==> config.mk <==
export PLATFORM = sky130hd
export DESIGN_NAME = inverse_matrix_ctrl
export DESIGN_NICKNAME = d
export VERILOG_FILES = /design/src/rtl/inverse_matrix_ctrl.sv
export SDC_FILE = /design/constraint.sdc
export NUM_CORES = 2
export LEC_CHECK = 0
export ABC_AREA = 1
export ABC_CLOCK_PERIOD_IN_PS = 5100
export BUFFER_PORTS_ARGS = -buffer_cell sky130_fd_sc_hd__buf_2
export CAP_MARGIN = 20
export CORE_AREA = 2 2 347 349
export CTS_CLUSTER_DIAMETER = 200
export DETAILED_ROUTE_END_ITERATION = 10
export DIE_AREA = 0 0 349 351
export PLACE_DENSITY_LB_ADDON = 0.1
export RECOVER_POWER = 25
export REMOVE_ABC_BUFFERS = 1
export SLEW_MARGIN = 40
export SYNTH_ARGS = -nofsm -noshare
export SYNTH_HDL_FRONTEND = slang
export SYNTH_SLANG_ARGS = --single-unit
==> constraint.sdc <==
create_clock -name clk -period 5.1 [get_ports clk]
set_clock_uncertainty 0.15 [all_clocks]
set_input_delay 0.51 -clock clk [delete_from_list [all_inputs] [get_ports clk]]
set_output_delay 0.51 -clock clk [all_outputs]
set_load 0.1 [all_outputs]
==> src/rtl/inverse_matrix_ctrl.sv <==
// Load/settle/check/stream sequencer for the 5x5 inverse_matrix datapath.
// Optional stream stall timeout is enabled with `define INV_CTRL_TIMEOUT_EN.
module inverse_matrix_ctrl #(
    parameter int N           = 5,
    parameter int DW          = 32,
    parameter int AW          = 5,
    parameter int LOAD_CYC    = 2,
    parameter int SETTLE_CYC  = 4,
    parameter int TIMEOUT_CYC = 64
) (
    input  logic              clk,
    input  logic              reset,
    input  logic              start,
    output logic [AW-1:0]     address,
    output logic              load_en,
    input  logic [N*N*DW-1:0] res_flat,
    input  logic [DW-1:0]     det_in,
    output logic [DW-1:0]     out_data,
    output logic [AW-1:0]     out_idx,
    output logic              out_valid,
    input  logic              out_ready,
    output logic              busy,
    output logic              done,
    output logic              singular
`ifdef INV_CTRL_TIMEOUT_EN
    ,
    output logic              timeout
`endif
);

    localparam int unsigned LAST    = N * N - 1;
    localparam int unsigned MAX_LS  = (LOAD_CYC > SETTLE_CYC) ? LOAD_CYC : SETTLE_CYC;
    localparam int unsigned CNT_MAX = (MAX_LS > TIMEOUT_CYC) ? MAX_LS : TIMEOUT_CYC;
    localparam int unsigned CW      = $clog2(CNT_MAX + 1);

    typedef enum logic [2:0] {
        IDLE,
        LOAD,
        SETTLE,
        CHECK,
        STREAM,
        DONE
    } state_t;

    state_t                    state_q, state_d;
    logic [CW-1:0]             cnt_q, cnt_d;
    logic [AW-1:0]             addr_q, addr_d;
    logic                      load_en_q, load_en_d;
    logic [DW-1:0]             out_data_q, out_data_d;
    logic [AW-1:0]             out_idx_q, out_idx_d;
    logic                      out_valid_q, out_valid_d;
    logic                      busy_q, busy_d;
    logic                      done_q, done_d;
    logic                      singular_q, singular_d;
    logic [N*N-1:0][DW-1:0]    cap_q, cap_d;
`ifdef INV_CTRL_TIMEOUT_EN
    logic                      timeout_q, timeout_d;
`endif

    // One counter serves load hold, settle wait and stream stall, since those phases never overlap.
    always_comb begin
        state_d     = state_q;
        cnt_d       = cnt_q;
        addr_d      = addr_q;
        load_en_d   = load_en_q;
        out_data_d  = out_data_q;
        out_idx_d   = out_idx_q;
        out_valid_d = out_valid_q;
        singular_d  = singular_q;
        cap_d       = cap_q;
`ifdef INV_CTRL_TIMEOUT_EN
        timeout_d   = timeout_q;
`endif
        case (state_q)
            IDLE: begin
                if (start) begin
                    state_d    = LOAD;
                    addr_d     = '0;
                    load_en_d  = 1'b1;
                    singular_d = 1'b0;
                    cnt_d      = '0;
`ifdef INV_CTRL_TIMEOUT_EN
                    timeout_d  = 1'b0;
`endif
                end
            end
            LOAD: begin
                if (cnt_q == CW'(LOAD_CYC - 1)) begin
                    cnt_d = '0;
                    if (addr_q == AW'(LAST)) begin
                        addr_d    = '0;
                        load_en_d = 1'b0;
                        state_d   = SETTLE;
                    end else begin
                        addr_d = addr_q + AW'(1);
                    end
                end else begin
                    cnt_d = cnt_q + CW'(1);
                end
            end
            SETTLE: begin
                if (cnt_q == CW'(SETTLE_CYC - 1)) begin
                    cnt_d   = '0;
                    state_d = CHECK;
                end else begin
                    cnt_d = cnt_q + CW'(1);
                end
            end
            CHECK: begin
                cap_d = res_flat;
                if (det_in == '0) begin
                    singular_d = 1'b1;
                    state_d    = DONE;
                end else begin
                    state_d     = STREAM;
                    out_valid_d = 1'b1;
                    out_idx_d   = '0;
                    out_data_d  = res_flat[DW-1:0];
                end
            end
            STREAM: begin
                if (out_ready) begin
                    cnt_d = '0;
                    if (out_idx_q == AW'(LAST)) begin
                        out_valid_d = 1'b0;
                        state_d     = DONE;
                    end else begin
                        out_idx_d  = out_idx_q + AW'(1);
                        out_data_d = cap_q[out_idx_q + AW'(1)];
                    end
                end
`ifdef INV_CTRL_TIMEOUT_EN
                else if (cnt_q == CW'(TIMEOUT_CYC - 1)) begin
                    out_valid_d = 1'b0;
                    timeout_d   = 1'b1;
                    state_d     = DONE;
                end else begin
                    cnt_d = cnt_q + CW'(1);
                end
`endif
            end
            DONE: begin
                state_d = IDLE;
            end
            default: begin
                state_d = IDLE;
            end
        endcase
        busy_d = (state_d != IDLE);
        done_d = (state_d == DONE);
    end

    always_ff @(posedge clk) begin
        if (reset) begin
            state_q     <= IDLE;
            cnt_q       <= '0;
            addr_q      <= '0;
            load_en_q   <= 1'b0;
            out_data_q  <= '0;
            out_idx_q   <= '0;
            out_valid_q <= 1'b0;
            busy_q      <= 1'b0;
            done_q      <= 1'b0;
            singular_q  <= 1'b0;
            cap_q       <= '0;
`ifdef INV_CTRL_TIMEOUT_EN
            timeout_q   <= 1'b0;
`endif
        end else begin
            state_q     <= state_d;
            cnt_q       <= cnt_d;
            addr_q      <= addr_d;
            load_en_q   <= load_en_d;
            out_data_q  <= out_data_d;
            out_idx_q   <= out_idx_d;
            out_valid_q <= out_valid_d;
            busy_q      <= busy_d;
            done_q      <= done_d;
            singular_q  <= singular_d;
            cap_q       <= cap_d;
`ifdef INV_CTRL_TIMEOUT_EN
            timeout_q   <= timeout_d;
`endif
        end
    end

    assign address   = addr_q;
    assign load_en   = load_en_q;
    assign out_data  = out_data_q;
    assign out_idx   = out_idx_q;
    assign out_valid = out_valid_q;
    assign busy      = busy_q;
    assign done      = done_q;
    assign singular  = singular_q;
`ifdef INV_CTRL_TIMEOUT_EN
    assign timeout   = timeout_q;
`endif

endmodule

## After elaboration in Yosys (flattened, before gate mapping)

Cells that the tools add are included.

| storage, ports and cells | value |
|---|---|
| flip-flop bits (word level) | 857 |
| input bits | 836 |
| output and inout port bits | 47 |
| logic and storage cells | 107 |

| operators by class | value |
|---|---|
| $add $sub $neg | 3 |
| $lt $le $gt $ge | 1 |
| equality and inequality tests | 17 |
| mux-type cells | 38 |
| reductions and logical operators | 13 |

Operators by type and width:

| operator | number |
|---|---|
| 32-bit binary-select mux with 5-bit select | 1 |
| 32-bit 2-to-1 mux | 4 |
| 32-bit case mux with 2 select lines | 1 |
| 32-bit logical NOT | 1 |
| 5-bit 2-to-1 mux | 6 |
| 7-bit 2-to-1 mux | 4 |
| 7-bit case mux with 4 select lines | 1 |
| 5-bit case mux with 2 select lines | 2 |
| 3-bit 2-to-1 mux | 6 |
| 2-bit != test (second input constant) | 8 |
| 3-bit case mux with 5 select lines | 1 |
| 4-bit AND reduction | 3 |
| 5-bit by 1-bit adder with 5-bit output (second input constant) | 2 |
| 5-bit == test (second input constant) | 2 |
| 1-bit 2-to-1 mux | 9 |
| 3-bit AND reduction | 3 |
| 7-bit by 1-bit adder with 7-bit output (second input constant) | 1 |
| 7-bit by 1-bit == test with 1-bit output (second input constant) | 1 |
| 7-bit by 2-bit == test with 1-bit output (second input constant) | 1 |
| 3-bit by 2-bit == test with 1-bit output (second input constant) | 2 |
| 3-bit == test (second input constant) | 2 |
| 5-bit by 6-bit < comparator with 1-bit output (second input constant) | 1 |
| 1-bit case mux with 2 select lines | 3 |
| 2-bit nonzero test | 3 |
| other kinds (4) | 4 |

## Depth between registers and ports, before layout

| depth | value |
|---|---|
| depth in word-level cells | 6 |
| gate-level depth with buffers | 21 |
| gate-level depth less buffers | 14 |

## Worst setup path after synthesis

OpenSTA, ideal clock, no wires.

| timing | value |
|---|---|
| path type | register to register |
| start | reg out_idx_q[0] (netlist: out_idx[0]) |
| end | reg out_data_q[10] (netlist: out_data[10]) |
| setup time | 110 ps |
| data arrival time | 3315 ps |
| data required time | 4840 ps |
| slack | 1525 ps |
| stages on the path, launching flop included | 22 |
| buffers on the path | 7 |
| period minus slack after synthesis | 3575 ps |
| cells stage by stage | dfxtp_1 -> buf_2 -> inv_2 -> buf_2 -> buf_2 -> buf_2 -> ha_1 -> buf_2 -> inv_1 -> buf_2 -> clkbuf_1 -> nand3_1 -> nand3_1 -> nand2_1 -> nand2_1 -> nand2_1 -> nand2_1 -> nand2_1 -> nand2_1 -> nand3_1 -> nand2_1 -> inv_1 |

| between the ends | value |
|---|---|
| longest elaborated chain between the ends | 6 |
| elaborated cells between the ends (all ways) | 9 |
| classes of those cells | 1 x add/sub; 2 x eq/ne; 5 x mux; 1 x reduce/logical |

Ends and longest elaborated chain:

| item | RTL line | source |
|---|---|---|
| start: declaration | 50 | `logic [AW-1:0] out_idx_q, out_idx_d;` |
| start signal: assignment | 175 | `out_idx_q <= out_idx_d;` |
| 5-bit by 1-bit adder with 5-bit output | 129 | `out_data_d = cap_q[out_idx_q + AW'(1)];` |
| 32-bit binary-select mux with 5-bit select | 129 |  |
| 32-bit 2-to-1 mux (implied by the code) | 129 |  |
| 32-bit 2-to-1 mux | 124 | `if (out_idx_q == AW'(LAST)) begin` |
| 32-bit 2-to-1 mux | 122 | `if (out_ready) begin` |
| 32-bit case mux with 2 select lines | 74 | `case (state_q)` |
| end signal: assignment | 174 | `out_data_q <= out_data_d;` |
| end: declaration | 49 | `logic [DW-1:0] out_data_q, out_data_d;` |

Parallel ways exist; a longest one is shown, timed or not. The select of a mux whose other input is x is not followed.
A chain may end at the register's enable or synchronous reset.

==> flow_summary.toml <==
[cts]
numClockSinks = 857
cts_setup_buffers = 0
clk_pin_slew_worst_paths_ns = 0.06
cts_max_path_buffers = 3
h-tree-depth = 3
ctsResizeCount = 0
hold_buffers = 728
root_buffer = "clkbuf_16"
cts-buffers-inserted = 100
cts_tree = "built"
clk_latency_ns = 0.69

[critical_path]
crit_arrival_ns = 4.59
cp-end-kind = "flip-flop"
crit_fanout = 146
cp.required_ns = 5.50
start_kind = "input port"
critPathKind = "input port to flip-flop"

[grt]
grt_pass1_wl_um = 245000
antenna_found_initial = 20
grt_pass1_vias = 40900
grt-ovfl-total = 0
grt_use_total_pct = 25.87
grt_start_max_net_pins = 222

[drt]
route.vias.total = 42660
dr_wl_met3_um = 8067
detail-route-antenna-nets = 0
drc = 0
routedLengthMet1_um = 71900
dr.pass1.iters = 6
met2_length_um = 75840
top_layer_used = "met5"
routed_wl_um = 166100
routed_via_density = 4.926
wl_per_cell_um = 19.18
drtIter0Drc = 3028

[placement]
dpl.hpwl_um = 106100
port_buffers = 882
place_congestion = 0.8204
post-place-ws_ns = 1.521

[die]
design.core.area_um2 = 119000
die_w_um = 349
rows = 127
die_area_um2 = 122500
die_y_um = 351
ios = 883
initial_core_util_pct = 31.96

[synth]
synth_adder_area_share_pct = 0.1974
ys_seq_area_share_pct = 45.10
synth_xor_area_share_pct = 0.2072
yosysUniqueCellTypes = 36
yosysWarningCount = 0
synth_compound_area_share_pct = 15.05
synthesis.area_um2 = 38040
synthCells = 5697
postSynthRegisterBits = 857
synth.mux.area_fraction_pct = 0
synth_top_family_by_area = "simple AND/OR/NAND/NOR gates"
avgSynthCellArea_um2 = 6.677
synth-simple-area-share_pct = 31.95

[power_and_ir_drop]
clkPwrFrac_pct = 48.8
p_total_mw = 15.55
p_sw_share_pct = 23.19
leakagePower_nw = 21.86
internal_power_mw = 11.94
p_seq_share_pct = 43.1
combPwrFrac_pct = 8.1
max-vdd-ir-drop_v = 0.0002658
power_density_nw_per_um2 = 287.5
switchingPower_mw = 3.606

[sta]
grt_setup_unrepaired = "no"
fin_crit_sh_pct = 82.14
drv_slew = 183
max_slew_margin_pct = -81.54
tightest_slew_ns = 2.717
fin_ws_ns = 0.9111
fmax_ghz = 0.2387
setup_tns_ns = 0
finalSetupViolCount = 0
hold_viol = 0
min_period_ns = 4.189

[cells_and_area]
final_common_cell = "nor2_1"
drive_gt1_share_pct = 15.29
layout_common_cells = "nor2_1 (1252), nand2_1 (1036), dfxtp_1 (856)"
syn_to_final_growth_pct = 42.15
final_net_count = 7855

[worst_hold_path]
hold_class = "input port to flip-flop"

[outcome]
outcome = "finished, violations left"
violations = "capacitance limit, slew limit"

[flow_run]
maxCapViolCount = 3
cells by family (layout without fill, tap and decap cells):
| logic type | after synthesis | in the layout |
|---|---|---|
| compound gates | 1125 | 1125 |
| xor+xnor | 6 | 6 |
| fa+ha+maj | 6 | 6 |
| buf+inv | 719 | 2117 |
| flops | 857 | 857 |
| other cells | 0 | 16 |
| simple gates | 2984 | 2984 |
registers in the layout, summed over array words and instances (netlist names), 3 cells and up:
name,cells
out_idx,5
state_q,3
cnt_q,7
address,5
out_data,32
cap_q,800
layer usage:
metal  global-route usage, %  vias to the layer above
li1                        -                    21100
met1                   33.07                    19900
met2                   41.52                     1262
met3                   3.485                      388
met4                   15.61                        8
met5                       0                        -
worst max-delay path: stages:
cell and delay [ns]:
buf_2 0.30, clkinvlp_4 2.12, clkbuf_1 1.12, o21ai_0 0.38, nor2_1 0.07
power by group through the flow:
stage	clock (mW)	sequential [mW]	combinational (mW)
floorplan	0	6.88	0.283
global placement	0	6.85	0.798
detailed placement	0	6.85	0.790
CTS	7.75	6.71	1.24
global route	8.04	6.70	1.35
finish	7.58	6.71	1.26
cell type report:
| type | count | area, um2 |
|---|---|---|
| Tap cell | 1548 | 1937 |
| Inverter | 262 | 1012 |
| Sequential cell | 857 | 17160 |
| Clock inverter | 41 | 518.0 |
| Antenna cell | 16 | 40.04 |
| Clock buffer | 143 | 2937 |
| Timing Repair Buffer | 1671 | 12340 |
| Multi-Input combinational cell | 4121 | 18130 |
| Fill cell | 12450 | 64950 |
synthesized netlist by cell type:
cell type / number / share of area [%]
a21oi_1: 242 / 3.2
a2bb2oi_1: 1 / 0.023
nor3_2: 1 / 0.026
nor4_1: 1 / 0.016
inv_2: 6 / 0.059
nor3b_1: 4 / 0.079
o211ai_1: 31 / 0.61
a211oi_1: 2 / 0.039
o21ai_0: 843 / 11
nand3_1: 642 / 8.4
xnor2_1: 1 / 0.023
buf_2: 78 / 1.0
o21a_1: 2 / 0.039
nor2_2: 1 / 0.016
nand4_1: 34 / 0.56
nand3_2: 2 / 0.053
ha_1: 6 / 0.20
xnor2_2: 1 / 0.043
buf_6: 3 / 0.089
nand2_2: 1 / 0.016
nand3b_1: 1 / 0.020
nor2_4: 2 / 0.059
o22ai_1: 1 / 0.016
buf_4: 8 / 0.16
clkbuf_1: 333 / 3.3
buf_1: 34 / 0.34
nand2_1: 1037 / 10
o31ai_1: 1 / 0.020
nor3_1: 3 / 0.039
inv_1: 256 / 2.5
xor2_1: 3 / 0.069
clkbuf_2: 1 / 0.013
dfxtp_1: 857 / 45
nor2_1: 1255 / 12
xnor2_4: 1 / 0.072
o21ai_1: 2 / 0.026
worst paths after layout:
kind	from	depth (start not counted)	slack [ns]	end
worst max-delay path	reset	5	0.91	cap_q[384]
worst min-delay path	res_flat[653]	3	0.03	cap_q[653]
worst max register to register	state_q[1]	12	1.51	out_data[21]
worst min register to register	cap_q[517]	2	0.30	cap_q[517]
per-stage QoR:
stage	std cells	hold WS, ns	area (um2)	util [%]
floorplan	5240	0.2813	36170	-
global placement	7726	0.2886	43220	36.32
detailed placement	7729	0.2925	43310	36.39
CTS	8641	0.0004291	54050	45.42
global route	8658	0.01920	54070	45.43
finish	8659	0.02559	54070	45.43
(Power assumes the default switching activity.)
